**src/rtl/uart_host_link_if.sv**
```systemverilog
// -----------------------------------------------------------------------------
// uart_host_link_if
//
// Groups the command, UART byte and reply-frame signals of uart_host_link.
// The link itself sits on the "slave" modport. Whatever issues commands,
// emulates uart_tx/uart_rx and consumes frames sits on the "master" modport.
//
// Signals
//   i_CMD[15:0]     command: [15:8] opcode, [7:0] register address
//   i_CMD_VALID     command valid
//   o_CMD_READY     command accepted when high together with i_CMD_VALID
//   o_TX_BYTE[7:0]  byte handed to uart_tx
//   o_TX_DV         one-cycle strobe to uart_tx
//   i_TX_DONE       uart_tx byte-complete strobe
//   i_RX_BYTE[7:0]  byte from uart_rx
//   i_RX_DV         uart_rx byte-valid strobe
//   o_FRAME[39:0]   last complete frame, left-justified, header in [39:32]
//   o_FRAME_VALID   one-cycle strobe, new o_FRAME
//   o_FRAME_ERR     one-cycle strobe, partial frame dropped on timeout
// -----------------------------------------------------------------------------
interface uart_host_link_if;
    logic [15:0] i_CMD;
    logic        i_CMD_VALID;
    logic        o_CMD_READY;
    logic [7:0]  o_TX_BYTE;
    logic        o_TX_DV;
    logic        i_TX_DONE;
    logic [7:0]  i_RX_BYTE;
    logic        i_RX_DV;
    logic [39:0] o_FRAME;
    logic        o_FRAME_VALID;
    logic        o_FRAME_ERR;

    modport slave (
        input  i_CMD,
        input  i_CMD_VALID,
        output o_CMD_READY,
        output o_TX_BYTE,
        output o_TX_DV,
        input  i_TX_DONE,
        input  i_RX_BYTE,
        input  i_RX_DV,
        output o_FRAME,
        output o_FRAME_VALID,
        output o_FRAME_ERR
    );

    modport master (
        output i_CMD,
        output i_CMD_VALID,
        input  o_CMD_READY,
        input  o_TX_BYTE,
        input  o_TX_DV,
        output i_TX_DONE,
        output i_RX_BYTE,
        output i_RX_DV,
        input  o_FRAME,
        input  o_FRAME_VALID,
        input  o_FRAME_ERR
    );
endinterface

```
**src/rtl/uart_host_link.sv**
```systemverilog
// -----------------------------------------------------------------------------
// uart_host_link
//
// Host-side end of the sensor-board UART byte protocol.
//   TX path: accepts one command at a time and serialises it to uart_tx as
//            'R'/'S' (opcode only) or 'm'/'a' (opcode, then address). Each byte
//            is strobed once and the next one waits for uart_tx's done strobe.
//   RX path: reassembles reply frames from uart_rx ('A' = 5 bytes,
//            'M'/'m'/'a' = 3 bytes) into a left-justified 40-bit word. A frame
//            that stalls longer than TIMEOUT_CLKS between bytes is dropped.
//   Both paths are independent and may run concurrently.
//
// Parameters
//   TIMEOUT_CLKS  max idle clocks between bytes of one frame (2..65535)
//
// Ports
//   i_CLK   clock
//   i_RST   asynchronous, active-high reset
//   bus     uart_host_link_if.slave (command, uart_tx, uart_rx, frame signals)
//
// TX FSM
//   state    | meaning
//   TX_IDLE  | ready for a command; unknown opcodes are consumed and dropped
//   TX_SEND  | register the next byte and strobe o_TX_DV for one cycle
//   TX_WAIT  | wait for i_TX_DONE, then send the next byte or return to idle
//
// RX FSM
//   state      | meaning
//   RX_IDLE    | waiting for a header byte; anything else is ignored
//   RX_COLLECT | filling byte lanes until the frame length is reached
// -----------------------------------------------------------------------------
module uart_host_link #(
    parameter int unsigned TIMEOUT_CLKS = 65535
) (
    input  logic               i_CLK,
    input  logic               i_RST,
    uart_host_link_if.slave    bus
);

    localparam logic [7:0]  OP_R      = 8'h52;
    localparam logic [7:0]  OP_S      = 8'h53;
    localparam logic [7:0]  OP_M_LO   = 8'h6D;
    localparam logic [7:0]  OP_A_LO   = 8'h61;
    localparam logic [7:0]  HDR_A     = 8'h41;
    localparam logic [7:0]  HDR_M     = 8'h4D;
    localparam logic [15:0] TIMEOUT_C = 16'(TIMEOUT_CLKS);

    // -------------------------------------------------------------------------
    // TX path
    // -------------------------------------------------------------------------
    typedef enum logic [1:0] {
        TX_IDLE = 2'd0,
        TX_SEND = 2'd1,
        TX_WAIT = 2'd2
    } tx_state_e;

    tx_state_e   tx_state_q, tx_state_d;
    logic [15:0] cmd_q,      cmd_d;
    logic [1:0]  tx_len_q,   tx_len_d;
    logic [1:0]  tx_idx_q,   tx_idx_d;
    logic        cmd_ready_q, cmd_ready_d;
    logic [7:0]  tx_byte_q,  tx_byte_d;
    logic        tx_dv_q,    tx_dv_d;
    logic [7:0]  cmd_op;

    assign cmd_op = bus.i_CMD[15:8];

    always_ff @(posedge i_CLK or posedge i_RST) begin
        if (i_RST) begin
            tx_state_q  <= TX_IDLE;
            cmd_q       <= '0;
            tx_len_q    <= '0;
            tx_idx_q    <= '0;
            cmd_ready_q <= 1'b0;
            tx_byte_q   <= '0;
            tx_dv_q     <= 1'b0;
        end else begin
            tx_state_q  <= tx_state_d;
            cmd_q       <= cmd_d;
            tx_len_q    <= tx_len_d;
            tx_idx_q    <= tx_idx_d;
            cmd_ready_q <= cmd_ready_d;
            tx_byte_q   <= tx_byte_d;
            tx_dv_q     <= tx_dv_d;
        end
    end

    always_comb begin
        tx_state_d  = tx_state_q;
        cmd_d       = cmd_q;
        tx_len_d    = tx_len_q;
        tx_idx_d    = tx_idx_q;
        cmd_ready_d = cmd_ready_q;
        tx_byte_d   = tx_byte_q;
        tx_dv_d     = 1'b0;

        case (tx_state_q)
            TX_IDLE: begin
                // Ready is registered, so it comes up one cycle after reset
                // release and stays high while unknown opcodes are dropped.
                cmd_ready_d = 1'b1;
                if (bus.i_CMD_VALID && cmd_ready_q) begin
                    if (cmd_op == OP_R || cmd_op == OP_S) begin
                        cmd_d       = bus.i_CMD;
                        tx_len_d    = 2'd1;
                        tx_idx_d    = 2'd0;
                        cmd_ready_d = 1'b0;
                        tx_state_d  = TX_SEND;
                    end else if (cmd_op == OP_M_LO || cmd_op == OP_A_LO) begin
                        cmd_d       = bus.i_CMD;
                        tx_len_d    = 2'd2;
                        tx_idx_d    = 2'd0;
                        cmd_ready_d = 1'b0;
                        tx_state_d  = TX_SEND;
                    end
                end
            end

            TX_SEND: begin
                tx_byte_d  = (tx_idx_q == 2'd0) ? cmd_q[15:8] : cmd_q[7:0];
                tx_dv_d    = 1'b1;
                tx_idx_d   = tx_idx_q + 2'd1;
                tx_state_d = TX_WAIT;
            end

            TX_WAIT: begin
                if (bus.i_TX_DONE) begin
                    if (tx_idx_q < tx_len_q) begin
                        tx_state_d = TX_SEND;
                    end else begin
                        cmd_ready_d = 1'b1;
                        tx_state_d  = TX_IDLE;
                    end
                end
            end

            default: begin
                tx_state_d = TX_IDLE;
            end
        endcase
    end

    assign bus.o_CMD_READY = cmd_ready_q;
    assign bus.o_TX_BYTE   = tx_byte_q;
    assign bus.o_TX_DV     = tx_dv_q;

    // -------------------------------------------------------------------------
    // RX path
    // -------------------------------------------------------------------------
    typedef enum logic {
        RX_IDLE    = 1'b0,
        RX_COLLECT = 1'b1
    } rx_state_e;

    rx_state_e   rx_state_q, rx_state_d;
    logic [39:0] shift_q,    shift_d;
    logic [2:0]  rx_cnt_q,   rx_cnt_d;
    logic [2:0]  rx_len_q,   rx_len_d;
    logic [15:0] gap_q,      gap_d;
    logic [39:0] frame_q,    frame_d;
    logic        frame_valid_q, frame_valid_d;
    logic        frame_err_q,   frame_err_d;
    logic [39:0] shift_ins;
    logic [2:0]  rx_cnt_inc;

    always_ff @(posedge i_CLK or posedge i_RST) begin
        if (i_RST) begin
            rx_state_q    <= RX_IDLE;
            shift_q       <= '0;
            rx_cnt_q      <= '0;
            rx_len_q      <= '0;
            gap_q         <= '0;
            frame_q       <= '0;
            frame_valid_q <= 1'b0;
            frame_err_q   <= 1'b0;
        end else begin
            rx_state_q    <= rx_state_d;
            shift_q       <= shift_d;
            rx_cnt_q      <= rx_cnt_d;
            rx_len_q      <= rx_len_d;
            gap_q         <= gap_d;
            frame_q       <= frame_d;
            frame_valid_q <= frame_valid_d;
            frame_err_q   <= frame_err_d;
        end
    end

    // Incoming byte placed in the next lower lane; the count of bytes already
    // held selects the lane, so the header always stays in [39:32].
    always_comb begin
        shift_ins = shift_q;
        case (rx_cnt_q)
            3'd1:    shift_ins[31:24] = bus.i_RX_BYTE;
            3'd2:    shift_ins[23:16] = bus.i_RX_BYTE;
            3'd3:    shift_ins[15:8]  = bus.i_RX_BYTE;
            3'd4:    shift_ins[7:0]   = bus.i_RX_BYTE;
            default: shift_ins        = shift_q;
        endcase
    end

    assign rx_cnt_inc = rx_cnt_q + 3'd1;

    always_comb begin
        rx_state_d    = rx_state_q;
        shift_d       = shift_q;
        rx_cnt_d      = rx_cnt_q;
        rx_len_d      = rx_len_q;
        gap_d         = gap_q;
        frame_d       = frame_q;
        frame_valid_d = 1'b0;
        frame_err_d   = 1'b0;

        case (rx_state_q)
            RX_IDLE: begin
                gap_d = '0;
                if (bus.i_RX_DV) begin
                    // Lower lanes are cleared here so a 3-byte frame leaves
                    // [15:0] at zero without extra masking on completion.
                    if (bus.i_RX_BYTE == HDR_A) begin
                        shift_d    = {bus.i_RX_BYTE, 32'h0};
                        rx_cnt_d   = 3'd1;
                        rx_len_d   = 3'd5;
                        rx_state_d = RX_COLLECT;
                    end else if (bus.i_RX_BYTE == HDR_M   ||
                                 bus.i_RX_BYTE == OP_M_LO ||
                                 bus.i_RX_BYTE == OP_A_LO) begin
                        shift_d    = {bus.i_RX_BYTE, 32'h0};
                        rx_cnt_d   = 3'd1;
                        rx_len_d   = 3'd3;
                        rx_state_d = RX_COLLECT;
                    end
                end
            end

            RX_COLLECT: begin
                // A byte takes priority over a timeout landing in the same
                // cycle; header values mid-frame are plain data.
                if (bus.i_RX_DV) begin
                    shift_d  = shift_ins;
                    rx_cnt_d = rx_cnt_inc;
                    gap_d    = '0;
                    if (rx_cnt_inc == rx_len_q) begin
                        frame_d       = shift_ins;
                        frame_valid_d = 1'b1;
                        rx_state_d    = RX_IDLE;
                    end
                end else if (gap_q >= TIMEOUT_C) begin
                    // Counter sat at the limit for a full cycle with no byte:
                    // the error lands TIMEOUT_CLKS+1 cycles after the last byte.
                    frame_err_d = 1'b1;
                    shift_d     = '0;
                    rx_cnt_d    = '0;
                    gap_d       = '0;
                    rx_state_d  = RX_IDLE;
                end else begin
                    gap_d = gap_q + 16'd1;
                end
            end

            default: begin
                rx_state_d = RX_IDLE;
            end
        endcase
    end

    assign bus.o_FRAME       = frame_q;
    assign bus.o_FRAME_VALID = frame_valid_q;
    assign bus.o_FRAME_ERR   = frame_err_q;

endmodule

```
**src/flat_wrapper.sv**
```systemverilog
// flat-port wrapper written by rule: the top's interface ports become plain ports
module uart_host_link_flat 
#(
    parameter int unsigned TIMEOUT_CLKS = 65535
)
  (i_CLK, i_RST, bus_i_CMD, bus_i_CMD_VALID, bus_o_CMD_READY, bus_o_TX_BYTE, bus_o_TX_DV, bus_i_TX_DONE, bus_i_RX_BYTE, bus_i_RX_DV, bus_o_FRAME, bus_o_FRAME_VALID, bus_o_FRAME_ERR);
  uart_host_link_if bus_i ();
  input  logic i_CLK;
  input  logic i_RST;
  input wire logic [$bits(bus_i.i_CMD)-1:0] bus_i_CMD;
  input wire logic [$bits(bus_i.i_CMD_VALID)-1:0] bus_i_CMD_VALID;
  output wire logic [$bits(bus_i.o_CMD_READY)-1:0] bus_o_CMD_READY;
  output wire logic [$bits(bus_i.o_TX_BYTE)-1:0] bus_o_TX_BYTE;
  output wire logic [$bits(bus_i.o_TX_DV)-1:0] bus_o_TX_DV;
  input wire logic [$bits(bus_i.i_TX_DONE)-1:0] bus_i_TX_DONE;
  input wire logic [$bits(bus_i.i_RX_BYTE)-1:0] bus_i_RX_BYTE;
  input wire logic [$bits(bus_i.i_RX_DV)-1:0] bus_i_RX_DV;
  output wire logic [$bits(bus_i.o_FRAME)-1:0] bus_o_FRAME;
  output wire logic [$bits(bus_i.o_FRAME_VALID)-1:0] bus_o_FRAME_VALID;
  output wire logic [$bits(bus_i.o_FRAME_ERR)-1:0] bus_o_FRAME_ERR;
  assign bus_i.i_CMD = bus_i_CMD;
  assign bus_i.i_CMD_VALID = bus_i_CMD_VALID;
  assign bus_o_CMD_READY = bus_i.o_CMD_READY;
  assign bus_o_TX_BYTE = bus_i.o_TX_BYTE;
  assign bus_o_TX_DV = bus_i.o_TX_DV;
  assign bus_i.i_TX_DONE = bus_i_TX_DONE;
  assign bus_i.i_RX_BYTE = bus_i_RX_BYTE;
  assign bus_i.i_RX_DV = bus_i_RX_DV;
  assign bus_o_FRAME = bus_i.o_FRAME;
  assign bus_o_FRAME_VALID = bus_i.o_FRAME_VALID;
  assign bus_o_FRAME_ERR = bus_i.o_FRAME_ERR;
  uart_host_link #(.TIMEOUT_CLKS(TIMEOUT_CLKS)) u_core (.i_CLK(i_CLK), .i_RST(i_RST), .bus(bus_i));
endmodule
```
**config.mk**
```make
export PLATFORM = sky130hd
export DESIGN_NAME = uart_host_link_flat
export DESIGN_NICKNAME = d
export VERILOG_FILES = /design/src/rtl/uart_host_link_if.sv /design/src/rtl/uart_host_link.sv /design/src/flat_wrapper.sv
export SDC_FILE = /design/constraint.sdc
export NUM_CORES = 1
export LEC_CHECK = 0
export CORE_AREA = 4 4 113 115
export DETAILED_ROUTE_END_ITERATION = 7
export DIE_AREA = 0 0 117 119
export PLACE_DENSITY = 0.88
export REMOVE_ABC_BUFFERS = 1
export SLEW_MARGIN = 20
export SYNTH_ARGS = -nofsm -noshare
export SYNTH_HDL_FRONTEND = slang
export SYNTH_SLANG_ARGS = --single-unit
```
**constraint.sdc**
```tcl
create_clock -name i_CLK -period 6.46 [get_ports i_CLK]
set_clock_uncertainty 0.15 [all_clocks]
set_input_delay 0.969 -clock i_CLK [delete_from_list [all_inputs] [get_ports i_CLK]]
set_output_delay 0.969 -clock i_CLK [all_outputs]
set_load 0.005 [all_outputs]
```
==> summary.txt <==
Crit end category -> flop
Syn avg cell area -> 11.33 µm²
Run status -> finished, final reports clean
Flop pwr share -> 0.403
Cts repair resizes -> 0
Starting density of the core -> 0.5248
Launch point of the worst path -> bus_i_CMD[11]
Initial antenna violation count -> 0
Required @ worst endpoint -> 6.61 ns
Number of flops mapped to enable cells by yosys -> 0
Worst slew pin tran -> 1.160 ns
CTS max path bufs -> 2
Max Fclk -> 348.2 MHz
Die Ht -> 119 µm
M2 GR Usage -> 0.3649
Slew Viols, Final -> 0
Gpl congestion -> 0.8330
Layout Utilization -> 0.6508
Critical Path Max Stage Delay -> 0.64 ns
CTS buffer count -> 17
Hold Crit Class -> reg -> reg
Commonest non-fill, non-tap cells in the layout -> dfrtp_1 (137), clkdlybuf4s50_1 (80), nor2_1 (56), mux2i_1 (40), a21oi_1 (39)
Fin nets -> 652
Final Setup Violations -> 0
DR vias/cell -> 5.934
Crit path max-delay family -> simple AND/OR/NAND/NOR gates
Commonest non-fill, non-tap cell in the layout -> dfrtp_1
Total wire length -> 14.35 mm
Synthesized area -> 6198 µm²
Share of layout cells above drive strength 1 -> 0.1115
WP buf/inv -> 1
Met3 Usage GRT -> 0.06961
Seq cells post-synth -> 137
Clock transition at path regs -> 0.06 ns
Clk pwr share -> 0.359
TNS Setup -> 0 ns
Power Internal -> 2.117 mW
Crit Path Class -> in -> reg
Critical path arrival -> 3.03 ns
Asr flop ratio synth -> 1.000
Detailed Routing Iterations Pass 1 -> 5
Die footprint -> 13920 µm²
Gr ovfl total -> 0
RSZ-0062 raised after global routing -> false
Hpwl dp -> 9.324 mm
Hold Crit Start -> u_core.bus.o_FRAME[33]
Synth warn -> 0
First-iteration detailed-routing DRC count -> 385
Clock latency on the worst-skew pair -> 0.42 ns
Max-slew headroom -> 0.2254
Port buffer count -> 80
Sw Ratio -> 0.2878
NetSw -> 0.8556 mW
Max Cap Viol -> 0
Ant diodes -> 0
Ports -> 81
CTS tree -> built
Final Cycle Share -> 0.4445
Min Tclk post-route -> 2.872 ns
Part of the power in combinational logic -> 0.238
Synth cell types -> 57
Hold-fix buffers, CTS -> 0
Final Hold Viols -> 0
GRT Total Usage -> 0.2193
Largest net degree at the start of global routing -> 84
CTS sink cnt -> 137
Post-CTS setup buffers -> 0
Layout area overhead -> 24.02%
Startpoint types -> primary input
Power per cell area -> 386.7 nW/µm²
Global-route track usage on met1 -> 0.2569
Worst Path Max Fanout -> 9
Rows -> 40
Via count -> 4599
Antenna-violating nets left -> 0
Sequential area share after synthesis -> 0.5531
Worst r2r src -> u_core.rx_cnt_q[0]
Core ar. -> 11810 µm²
Gr busiest metal -> met2
Ys flop type -> dfrtp_1
Clk root buf -> clkbuf_16
Routed len/inst -> 18.51 µm
Die width -> 117 µm
Vias in the first global route -> 4797
Lkg Pwr -> 3.733 nW
Max IR drop VDD -> 0.0002032 V
First-pass GRT wire length -> 23.70 mm
Final worst setup slack -> 3.588 ns
Slowest-stage cell, CP -> nor2_1
Pre-CTS WS -> 2.912 ns
# DRC -> 0
Cell Chain, Critical Path -> clkdlybuf4s50_1 > or2_2 > a2bb2oi_1 > nor2_1 > mux2_2
Mapped Cells -> 547
H-tree levels -> 4
[Yosys cell counts, types with 6 or more instances]
cell	instances	area (µm²)
o21ai_0	13	65.06
buf_2	7	35.03
mux2_2	16	180.2
clkbuf_1	18	67.56
a22o_1	32	280.3
dfrtp_1	137	3428
mux2i_1	40	400.4
xnor2_1	10	87.58
xor2_1	7	61.31
ha_1	8	100.1
a21o_1	33	247.7
inv_1	20	75.07
a21oi_1	39	195.2
nor2_1	56	210.2
nand4_1	6	37.54
nand2_1	19	71.32
nand3_1	9	45.04
[logic make-up after synthesis]
kind of cell | after synthesis | synth area share
DFF | 137 | 0.5531
adders and majority gates | 8 | 0.01615
and+or+nand+nor | 132 | 0.1110
xor gates and xnor gates | 17 | 0.02402
AOI/OAI and AO/OA | 141 | 0.1577
muxes | 58 | 0.09729
buffers and inverters | 54 | 0.04077
[path summary, 6_finish.rpt]
kind | slack [ns] | cells past startpoint | to
setup / recovery | 3.59 | 5 | u_core.cmd_q[4]
hold / removal | 0.33 | 1 | u_core.bus.o_FRAME[33]
setup reg to reg | 3.64 | 6 | u_core.shift_q[22]
hold reg to reg | 0.33 | 1 | u_core.bus.o_FRAME[33]
max in group asynchronous | 4.07 | 3 | u_core.shift_q[23]
min in group asynchronous | 0.92 | 2 | u_core.cmd_q[3]
[per-layer routing]
metal	up-vias	part of all wire
met3	34	0.069
met4	0	0.026
li1	2083	-
met2	188	0.52
met5	-	0
met1	2294	0.39
[power by group through the flow]
| stage | Sequential [mW] | Clock [mW] | Combinational, mW |
|---|---|---|---|
| after floorplan | 1.18 | 0 | 0.399 |
| after global placement | 1.19 | 0 | 0.677 |
| after detailed placement | 1.21 | 0 | 0.703 |
| after CTS | 1.20 | 1.08 | 0.714 |
| after global routing | 1.22 | 1.12 | 0.782 |
| final | 1.20 | 1.07 | 0.708 |
[through the flow]
stage,area (µm²),hold WS [ns],power (mW),instances
2_1_floorplan,6021,0.2844,1.579,513
3_5_place_dp,7030,0.3176,1.909,743
5_1_grt,7687,0.3494,3.126,775
4_1_cts,7681,0.3375,2.992,775
6_report,7687,0.3342,2.972,775
3_3_place_gp,7030,0.3048,1.868,743
[registers in the layout, indices dropped and copies added (netlist names), 2 cells and up]
register	count
u_core.bus.o_FRAME	40
u_core.shift_q	40
u_core.cmd_q	16
u_core.gap_q	16
u_core.bus.o_TX_BYTE	8
u_core.rx_cnt_q	3
u_core.rx_len_q	3
u_core.tx_idx_q	2
u_core.tx_len_q	2
u_core.tx_state_q	2
[area by class of cell]
class | instances | area (µm²)
Timing Repair Buffer | 83 | 823.3
Multi-Input combinational cell | 356 | 2521
Clock buffer | 17 | 425.4
Fill cell | 851 | 4124
Tap cell | 147 | 183.9
Clock inverter | 15 | 225.2
Inverter | 20 | 80.08
Sequential cell | 137 | 3428
Note: power is estimated with default switching activity, not from simulation.
